<file path="src/rtl/countdown_timer_n.sv">
// countdown_timer_n
// N-digit BCD countdown clock with start/pause control, bonus-time insertion,
// a warning blink window and active-low 7-segment outputs.
// The count is held in BCD throughout, so the display path needs no binary
// to BCD conversion and the borrow/carry chains stay one digit wide.
module countdown_timer_n #(
  parameter int CLK_HZ     = 50_000_000,
  parameter int TICK_HZ    = 1,
  parameter int DIGITS     = 2,
  parameter int START_SECS = 60,
  parameter int BONUS_SECS = 5,
  parameter int WARN_SECS  = 10
) (
  input  logic                  clk,
  input  logic                  rst,
  input  logic                  start,
  input  logic                  pause,
  input  logic                  bonus,
  output logic [7*DIGITS-1:0]   hex,
  output logic [4*DIGITS-1:0]   value_bcd,
  output logic                  game_over_signal,
  output logic                  expired_pulse
);

  // Tick divider geometry: the divider runs 0..DIV-1, the blink phase flips
  // at the half-way point and at the wrap.
  localparam int DIV     = CLK_HZ / TICK_HZ;
  localparam int DW      = $clog2(DIV);
  localparam int MAX_VAL = 10 ** DIGITS - 1;

  localparam logic [DW-1:0] DIV_LAST = DW'(DIV - 1);
  localparam logic [DW-1:0] DIV_HALF = DW'(DIV / 2 - 1);

  // Constants larger than the display can hold are clamped to the maximum:
  // a clamped bonus still saturates to the same result, and a clamped warning
  // threshold still covers every displayable value.
  localparam int BONUS_CLAMP = (BONUS_SECS > MAX_VAL) ? MAX_VAL : BONUS_SECS;
  localparam int WARN_CLAMP  = (WARN_SECS  > MAX_VAL) ? MAX_VAL : WARN_SECS;

  // Elaboration-time binary to packed BCD conversion, digit 0 = units.
  function automatic logic [4*DIGITS-1:0] to_bcd(input int v);
    int                  rem;
    logic [4*DIGITS-1:0] r;
    rem = v;
    r   = '0;
    for (int i = 0; i < DIGITS; i++) begin
      r[4*i +: 4] = 4'(rem % 10);
      rem         = rem / 10;
    end
    return r;
  endfunction

  localparam logic [4*DIGITS-1:0] START_BCD = to_bcd(START_SECS);
  localparam logic [4*DIGITS-1:0] BONUS_BCD = to_bcd(BONUS_CLAMP);
  localparam logic [4*DIGITS-1:0] WARN_BCD  = to_bcd(WARN_CLAMP);
  localparam logic [4*DIGITS-1:0] MAX_BCD   = to_bcd(MAX_VAL);

  typedef enum logic [1:0] {
    S_IDLE    = 2'd0,
    S_RUN     = 2'd1,
    S_PAUSED  = 2'd2,
    S_EXPIRED = 2'd3
  } state_t;

  state_t              state_reg;
  logic [DW-1:0]       div_reg;
  logic                blink_reg;
  logic [4*DIGITS-1:0] value_reg;
  logic                game_over_reg;
  logic                expired_pulse_reg;

  logic                div_last;
  logic                div_half;
  logic                tick;
  logic                expire_now;
  logic                warn_zone;
  logic                blank;
  logic [4*DIGITS-1:0] dec_value;
  logic [4*DIGITS-1:0] bonus_base;
  logic [4*DIGITS-1:0] add_value;
  logic [4*DIGITS-1:0] bonus_value;
  logic [DIGITS-1:0]   borrow_chain;
  logic [DIGITS:0]     carry_chain;

  assign div_last = (div_reg == DIV_LAST);
  assign div_half = (div_reg == DIV_HALF);
  assign tick     = (state_reg == S_RUN) && div_last;

  // Bonus is added on top of the decremented value when both land in the
  // same cycle, so a bonus on the final tick rescues the player.
  assign bonus_base  = tick ? dec_value : value_reg;
  assign bonus_value = carry_chain[DIGITS] ? MAX_BCD : add_value;
  assign expire_now  = tick && !bonus && (dec_value == '0);

  // Packed BCD compares correctly as an unsigned binary number.
  assign warn_zone = (value_reg <= WARN_BCD);
  assign blank     = !blink_reg &&
                     ((state_reg == S_EXPIRED) || ((state_reg == S_RUN) && warn_zone));

  assign borrow_chain[0] = 1'b1;
  assign carry_chain[0]  = 1'b0;

  // Per-digit slice: decrement borrow chain, bonus add carry chain and the
  // segment encoder for that digit.
  for (genvar gi = 0; gi < DIGITS; gi++) begin : g_digit
    logic [3:0] cur_digit;
    logic [4:0] digit_sum;
    logic [6:0] seg_code;

    assign cur_digit = value_reg[4*gi +: 4];

    assign dec_value[4*gi +: 4] = (borrow_chain[gi] && (cur_digit == 4'd0)) ?
                                  4'd9 : (cur_digit - {3'b000, borrow_chain[gi]});

    if (gi < DIGITS - 1) begin : g_borrow
      assign borrow_chain[gi+1] = borrow_chain[gi] && (cur_digit == 4'd0);
    end

    assign digit_sum = {1'b0, bonus_base[4*gi +: 4]} +
                       {1'b0, BONUS_BCD[4*gi +: 4]} +
                       {4'b0000, carry_chain[gi]};
    assign carry_chain[gi+1]    = (digit_sum > 5'd9);
    assign add_value[4*gi +: 4] = carry_chain[gi+1] ? 4'(digit_sum - 5'd10) : digit_sum[3:0];

    // Active-low segment lookup, bit0 = a ... bit6 = g.
    always_comb begin
      seg_code = 7'b1111111;
      case (cur_digit)
        4'd0: seg_code = 7'b1000000;
        4'd1: seg_code = 7'b1111001;
        4'd2: seg_code = 7'b0100100;
        4'd3: seg_code = 7'b0110000;
        4'd4: seg_code = 7'b0011001;
        4'd5: seg_code = 7'b0010010;
        4'd6: seg_code = 7'b0000010;
        4'd7: seg_code = 7'b1111000;
        4'd8: seg_code = 7'b0000000;
        4'd9: seg_code = 7'b0010000;
        default: seg_code = 7'b1111111;
      endcase
    end

    assign hex[7*gi +: 7] = blank ? 7'b1111111 : seg_code;
  end

  // Timer state machine: state, divider, blink phase, count and flags.
  always_ff @(posedge clk) begin
    if (!rst) begin
      state_reg         <= S_IDLE;
      div_reg           <= '0;
      blink_reg         <= 1'b1;
      value_reg         <= START_BCD;
      game_over_reg     <= 1'b0;
      expired_pulse_reg <= 1'b0;
    end else begin
      expired_pulse_reg <= 1'b0;
      case (state_reg)
        S_IDLE: begin
          if (start) begin
            state_reg <= S_RUN;
            div_reg   <= '0;
            blink_reg <= 1'b1;
          end
        end

        S_RUN: begin
          div_reg <= div_last ? '0 : (div_reg + DW'(1));
          if (div_last || div_half) begin
            blink_reg <= ~blink_reg;
          end
          if (bonus) begin
            value_reg <= bonus_value;
          end else if (tick) begin
            value_reg <= dec_value;
          end
          // Reaching zero wins over a simultaneous pause request.
          if (expire_now) begin
            state_reg         <= S_EXPIRED;
            game_over_reg     <= 1'b1;
            expired_pulse_reg <= 1'b1;
          end else if (pause) begin
            state_reg <= S_PAUSED;
          end
        end

        S_PAUSED: begin
          if (start) begin
            state_reg <= S_RUN;
            value_reg <= START_BCD;
            div_reg   <= '0;
            blink_reg <= 1'b1;
          end else begin
            if (bonus) begin
              value_reg <= bonus_value;
            end
            // Divider was frozen while paused; resume from where it stopped.
            if (pause) begin
              state_reg <= S_RUN;
              blink_reg <= 1'b1;
            end
          end
        end

        S_EXPIRED: begin
          // Divider keeps running so the zero display keeps blinking.
          div_reg <= div_last ? '0 : (div_reg + DW'(1));
          if (div_last || div_half) begin
            blink_reg <= ~blink_reg;
          end
          if (start) begin
            state_reg     <= S_RUN;
            value_reg     <= START_BCD;
            div_reg       <= '0;
            game_over_reg <= 1'b0;
          end
        end

        default: begin
          state_reg <= S_IDLE;
        end
      endcase
    end
  end

  assign value_bcd        = value_reg;
  assign game_over_signal = game_over_reg;
  assign expired_pulse    = expired_pulse_reg;

endmodule

</file>
<file path="config.mk">
export PLATFORM = sky130hd
export DESIGN_NAME = countdown_timer_n
export DESIGN_NICKNAME = d
export VERILOG_FILES = /design/src/rtl/countdown_timer_n.sv
export SDC_FILE = /design/constraint.sdc
export NUM_CORES = 1
export LEC_CHECK = 0
export ABC_AREA = 1
export CELL_PAD_IN_SITES_DETAIL_PLACEMENT = 1
export CELL_PAD_IN_SITES_GLOBAL_PLACEMENT = 1
export CORE_MARGIN = 2
export CORE_UTILIZATION = 42
export CTS_CLUSTER_DIAMETER = 100
export DETAILED_ROUTE_END_ITERATION = 10
export PLACE_DENSITY_LB_ADDON = 0.05
export SKIP_LAST_GASP = 1
export SYNTH_ARGS = -nofsm -noshare
export SYNTH_HDL_FRONTEND = slang
export SYNTH_SLANG_ARGS = --single-unit
</file>
<file path="constraint.sdc">
create_clock -name clk -period 5.79 [get_ports clk]
set_clock_uncertainty 0.05 [all_clocks]
set_input_delay 1.4475 -clock clk [delete_from_list [all_inputs] [get_ports clk]]
set_output_delay 1.4475 -clock clk [all_outputs]
set_load 0.02 [all_outputs]
</file>
==> flow_summary.toml, run 1 <==
[synthesis]
yosys.area_share.xor_xnor = 0.0255
synth-compound-area-share = 0.0961
seq_area_frac_synth = 0.281
synthTopCellsByArea = "dfxtp_1 (28%), nand2_1 (14%), inv_1 (9.7%), ha_1 (8.6%), nor2_1 (6.6%)"
syn-cell-area_um2 = 3780
synth_common_cells = "nand2_1 (144), inv_1 (98), nor2_1 (66), dfxtp_1 (53), nand3_1 (40)"
synth_mux_area_frac = 0
synth_top_family_by_area = "simple AND/OR/NAND/NOR gates"
synth_most_common_cell = "nand2_1"
syn-num-nets = 620
synth_top_area_frac = 0.281
synth_ff_type = "dfxtp_1"
ys_seq_elements = 53
async_flop_share = 0
synth-simple-area-share = 0.392
synth_adder_area_share = 0.0861
ys_types = 44
syn_area_per_cell_um2 = 6.41
syn_inst = 589
yosys.area.top_type = "dfxtp_1"
synth_edf_count = 0
yosysWarnings = 0

[critical_path]
cp.required_ns = 5.95
r2r_slack_ns = 0.82
startpoint = "div_reg[0]"
cp_slowest_cell = "dfxtp_1"
r2r_start = "div_reg[0]"
critPathCapture = "g_digit[0].seg_code[3]"
critPathArrivalTime_ns = 5.13
crit_top_cell = "nand2_1"
critPathMaxStageDelay_ns = 0.39
start_kind = "register"
criticalPathCategory = "reg -> reg"
r2r-end = "g_digit[0].seg_code[3]"
worstRegToRegCells = 38
crit_buf_inv = 7
path_delay_family = "simple AND/OR/NAND/NOR gates"
cp-end-kind = "register"
path_depth = 38
worst-path-max-fanout = 6

[status]
run_status = "complete, no violations"

[sta]
setup_viol = 0
rsz0062_at_grt = "no"
worst_pin_slew_ns = 0.704
drv_slew = 0
fmax_ghz = 0.201
setup_ws_ns = 0.818
hold_viol_final = 0
layout_worst_path_cycle_share = 0.859
hold_ws_ns = 0.432
max_slew_margin = 0.526
setup-tns-final_ns = 0
period_minus_slack_ns = 4.97

[clock_network]
cts-resized-gates = 0
clock-sinks = 53
postCtsHoldBufs = 0
htreeDepth = 2
cts_tree = "yes"
cts_root_buffer = "clkbuf_8"
cts.clk_slew.worst_paths_ns = 0.10
clkLatencyLatePin_ns = 0.31
clock_path_buffers = 2
cts_setup_buffers = 0
cts_made_buffers = 5

[pwr]
max-vdd-ir-drop_uv = 227
finalPower_w = 0.00173
p_leak_nw = 2.04
pwr_density_cell_nw_per_um2 = 406

[place]
dp_slack_ns = 0.850
port-buffer-count = 28
place.gp.congestion = 0.960
place_area_um2 = 4180
hpwl_um = 8980

[floorplanning]
ios = 29
die_w_um = 98.8
rows = 34
die_area_um2 = 9770
start_util = 0.433
core-area_um2 = 8720
die_h_um = 98.8

[route]
dr.pass1.iters = 4
post_drt_wl_per_cell_um = 15.1
vias = 3717
drt_iter0_drc = 124
drc_errors = 0
vias_per_cell = 5.10
wl_um = 11000
ant_nets = 0

[final_layout]
drive_above_1_share = 0.0821
nFillCells = 1207
final_area_um2 = 4260
fin_nets = 651
largest_reg_flops = 26
area_growth_pct = 12.9
num_antenna_cells = 0

[worst_hold_path]
hold_path_class = "reg -> reg"

[global_route]
grt_max_degree = 21
grt_overflow_total = 0
antenna_found_initial = 0
track_usage = 0.237
first_global_vias = 3864
grt_pass1_wl_um = 18900

[run]
max_cap_viol_count = 0
-- report_power, final --
part | total (W) | switching [W] | leakage [nW] | internal [W]
Clock | 0.000219 | 0.000133 | 0.0385 | 0.0000862
Sequential | 0.000487 | 0.0000495 | 0.433 | 0.000437
Combinational | 0.00102 | 0.000659 | 1.57 | 0.000365
Total | 0.00173 | 0.000842 | 2.04 | 0.000889
-- per-layer routing --
metal | routed length, µm | global-route usage | share of wire
met2 | 5050 | 0.398 | 0.46
met3 | 274 | 0.0206 | 0.025
met1 | 5590 | 0.335 | 0.51
met4 | 82 | 0.0474 | 0.0075
met5 | 0 | 0 | 0
-- final cells by class --
cell class | count | area (µm²) | area share
clock inverter | 1 | 7.51 | 0.00176
inverter | 112 | 423 | 0.0992
clock buffer | 7 | 76.3 | 0.0179
timing repair buffer | 30 | 295 | 0.0692
sequential | 53 | 1060 | 0.249
multi-input combinational | 418 | 2270 | 0.531
tap | 108 | 135 | 0.0317
-- worst reg2reg max path, delay by kind of cell (launching register included) --
family,cells,cell delay (ns)
AO/OA/AOI/OAI,1,0.15
flip-flops,1,0.39
buffers and inverters,7,0.50
AND/OR/NAND/NOR,24,2.47
adder cells (fa/ha/maj),6,1.29
-- cells in the final DEF (no fill, tap or decap), types with 3 or more instances in the layout --
| cell type | instances |
|---|---|
| a21oi_1 | 24 |
| o21a_1 | 3 |
| clkinv_1 | 3 |
| o21ai_0 | 13 |
| nand4_1 | 10 |
| nand2_2 | 11 |
| dfxtp_1 | 53 |
| inv_2 | 10 |
| inv_1 | 98 |
| nand2_1 | 144 |
| nor4_1 | 6 |
| o21ai_1 | 7 |
| o211ai_1 | 3 |
| ha_1 | 26 |
| nor2_2 | 4 |
| nand2_4 | 4 |
| nor3_1 | 16 |
| nand3_1 | 40 |
| clkdlybuf4s50_1 | 28 |
| nor2_1 | 66 |
| clkbuf_8 | 5 |
| xor2_1 | 9 |
| nor2_4 | 3 |
| nand3_2 | 3 |
-- worst min path at each step --
stage	start	end	slack, ns	cells past startpoint
floorplan	blink_reg	blink_reg	0.39	2
global placement	game_over_signal	game_over_signal	0.40	2
detailed placement	blink_reg	blink_reg	0.41	2
CTS	blink_reg	blink_reg	0.43	2
global route	game_over_signal	game_over_signal	0.46	2
finish	blink_reg	blink_reg	0.43	2
-- cell families after synthesis --
kind of cell,Yosys count
buf+inv,118
xor+xnor,11
compound gates,62
simple gates,319
flops,53
fa+ha+maj,26
-- per-stage QoR --
step | util | std cells
floorplan | - | 589
global route | 0.489 | 729
CTS | 0.489 | 729
global placement | 0.479 | 721
finish | 0.489 | 729
detailed placement | 0.479 | 721
Power figures use the tool's default switching activity.
==> run 2, diff against run 1 <==
- ABC_AREA: 1 -> unset
- CORE_MARGIN: 2 -> 5
- CORE_UTILIZATION: 42 -> 40
==> run 2 against run 1 <==
Compared with the run above: first-iteration DRC count rose by 17%; synthesized cell count fell by 21%; worst hold slack improved by 0.0091 ns; sequential power fell by 4%; die area rose by 16%; critical path type unchanged; critical endpoint is now g_digit[0].seg_code[4].
==> flow_summary.toml, run 2 <==
[final_layout]
nFillCells = 1110
fin_nets = 541
area_growth_pct = 20.3
largest_reg_flops = 26
final_cell_mix = "dfxtp_1 (49), nor2_1 (42), nand2_1 (36), a21oi_1 (34), clkdlybuf4s50_1 (28)"
drive_above_1_share = 0.180
final_util = 0.489
layout_commonest_cell = "dfxtp_1"
num_antenna_cells = 0

[sta]
rsz0062_at_grt = "yes"
period_minus_slack_ns = 5.53
max_slew_margin = 0.426
setup-tns-final_ns = 0
setup_ws_ns = 0.260
hold_viol_final = 0
worst_pin_slew_ns = 0.854
drv_slew = 0
setup_viol = 0
fmax_ghz = 0.181
layout_worst_path_cycle_share = 0.955
hold_ws_ns = 0.441

[synthesis]
yosys.area_share.xor_xnor = 0.0494
synth_common_cells = "dfxtp_1 (53), nor2_1 (44), a21oi_1 (38), nand2_1 (36), inv_1 (30)"
ys_types = 73
synth_adder_area_share = 0.0874
synthTopCellsByArea = "dfxtp_1 (29%), ha_1 (8.7%), a21oi_1 (5.1%), nor2_1 (4.4%), nand2_1 (3.6%)"
synth_top_family_by_area = "simple AND/OR/NAND/NOR gates"
synth_most_common_cell = "dfxtp_1"
syn_inst = 468
async_flop_share = 0
yosys.area.top_type = "dfxtp_1"
syn-cell-area_um2 = 3720
synth_top_area_frac = 0.285
yosysWarnings = 0
syn_area_per_cell_um2 = 7.95
synth-simple-area-share = 0.283
synth-compound-area-share = 0.215
seq_area_frac_synth = 0.285
synth_ff_type = "dfxtp_1"
ys_seq_elements = 53
synth_mux_area_frac = 0.0222
syn-num-nets = 499
synth_edf_count = 0

[critical_path]
start_kind = "register"
cp.required_ns = 5.95
criticalPathCategory = "reg -> reg"
crit_buf_inv = 2
cp-end-kind = "register"
cp_slowest_cell = "dfxtp_2"
crit_top_cell = "ha_2"
critPathMaxStageDelay_ns = 0.36
critPathArrivalTime_ns = 5.69
path_delay_family = "simple AND/OR/NAND/NOR gates"
worst-path-max-fanout = 5

[global_route]
grt_overflow_total = 0
antenna_found_initial = 0
first_global_vias = 3544
grt_max_degree = 27
grt_pass1_wl_um = 17800
track_usage = 0.190

[pwr]
seqPwrFrac = 0.285
max-vdd-ir-drop_uv = 139
combPwrFrac = 0.579
p_int_w = 0.000942
switching_share = 0.428
p_leak_nw = 1.71
netSwitchingPower_w = 0.000706
pwr_density_cell_nw_per_um2 = 368
clkPwrFrac = 0.137

[place]
port-buffer-count = 28
place.gp.congestion = 0.867
dp_slack_ns = -0.109
hpwl_um = 8150

[route]
dr.pass1.iters = 4
vias_per_cell = 5.69
ant_nets = 0
drc_errors = 0
drt_iter0_drc = 145
wl_um = 10900
post_drt_wl_per_cell_um = 17.5
vias = 3535

[clock_network]
cts_root_buffer = "clkbuf_8"
htreeDepth = 2
cts_made_buffers = 5
clock_path_buffers = 2
cts_tree = "yes"
clkLatencyLatePin_ns = 0.31
clock-sinks = 53
postCtsHoldBufs = 0
cts.clk_slew.worst_paths_ns = 0.11

[floorplanning]
rows = 35
die_area_um2 = 11300
die_w_um = 106
die_h_um = 106
core-area_um2 = 9150
ios = 29
start_util = 0.407

[run]
max_cap_viol_count = 0

[worst_hold_path]
hold_path_class = "reg -> reg"

[status]
run_status = "complete, no violations"
## run 2: layout make-up
| class | count | area [µm²] | share of cell area |
|---|---|---|---|
| clock inverters | 1 | 7.51 | 0.00168 |
| well taps | 111 | 139 | 0.0310 |
| clock buffers | 6 | 82.6 | 0.0184 |
| multi-input cells | 364 | 2590 | 0.578 |
| repair buffers | 53 | 468 | 0.104 |
| inverters | 33 | 126 | 0.0282 |
| flip-flops and latches | 53 | 1070 | 0.238 |
## run 2: worst paths after layout
| check | startpoint | to | slack (ns) | cells past startpoint |
|---|---|---|---|---|
| worst min register to register | div_reg[1] | div_reg[1] | 0.44 | 2 |
| worst max register to register | div_reg[0] | g_digit[0].seg_code[4] | 0.26 | 30 |
| worst max-delay path | div_reg[0] | g_digit[0].seg_code[4] | 0.26 | 30 |
| worst min-delay path | div_reg[1] | div_reg[1] | 0.44 | 2 |
## run 2: layer usage
layer  global-route usage  part of all wire  wire, µm  vias to the layer above
met5                    0                 0         0                        -
met4               0.0347            0.0075        81                        0
met3               0.0273             0.025       271                        6
met2                0.320              0.47      5120                       40
met1                0.262              0.50      5390                     1734
li1                     -                 -         -                     1755
## run 2: power by group through the flow
stage                     clock (W)  sequential [W]  combinational (W)
after floorplan                   0        0.000473           0.000579
after global placement            0        0.000470           0.000844
after detailed placement          0        0.000474           0.000859
after CTS                  0.000235        0.000468           0.000894
after global routing       0.000249        0.000477            0.00104
final                      0.000225        0.000469           0.000954
## run 2: what timing repair did
action                     4_1_cts  5_1_grt
buffers inserted                 2        5
resized for setup                3       34
pin swaps                        0       10
setup endpoints to repair        7       14
cloned                           0        0
## run 2: metrics by stage
| step | instances | power [W] | instance area [µm²] |
|---|---|---|---|
| after floorplan | 468 | 0.00105 | 3720 |
| after global placement | 607 | 0.00131 | 4190 |
| after detailed placement | 607 | 0.00133 | 4190 |
| after CTS | 616 | 0.00160 | 4310 |
| after global routing | 621 | 0.00177 | 4480 |
| final | 621 | 0.00165 | 4480 |
## run 2: cell families (layout without fill, tap and decap cells)
| logic type | after synthesis | in the layout |
|---|---|---|
| DFF | 53 | 53 |
| adders and majority gates | 26 | 26 |
| muxes | 8 | 8 |
| xor gates and xnor gates | 21 | 21 |
| buffers and inverters | 51 | 93 |
| AOI/OAI and AO/OA | 120 | 120 |
| and+or+nand+nor | 189 | 189 |
## run 2: worst reg2reg max path: cells and delay by family, from the launching register on
kind | cells | cell delay, ns
buf+inv | 2 | 0.19
simple gates | 12 | 2.14
flops | 1 | 0.36
mux | 1 | 0.33
compound gates | 10 | 1.32
fa+ha+maj | 5 | 1.02
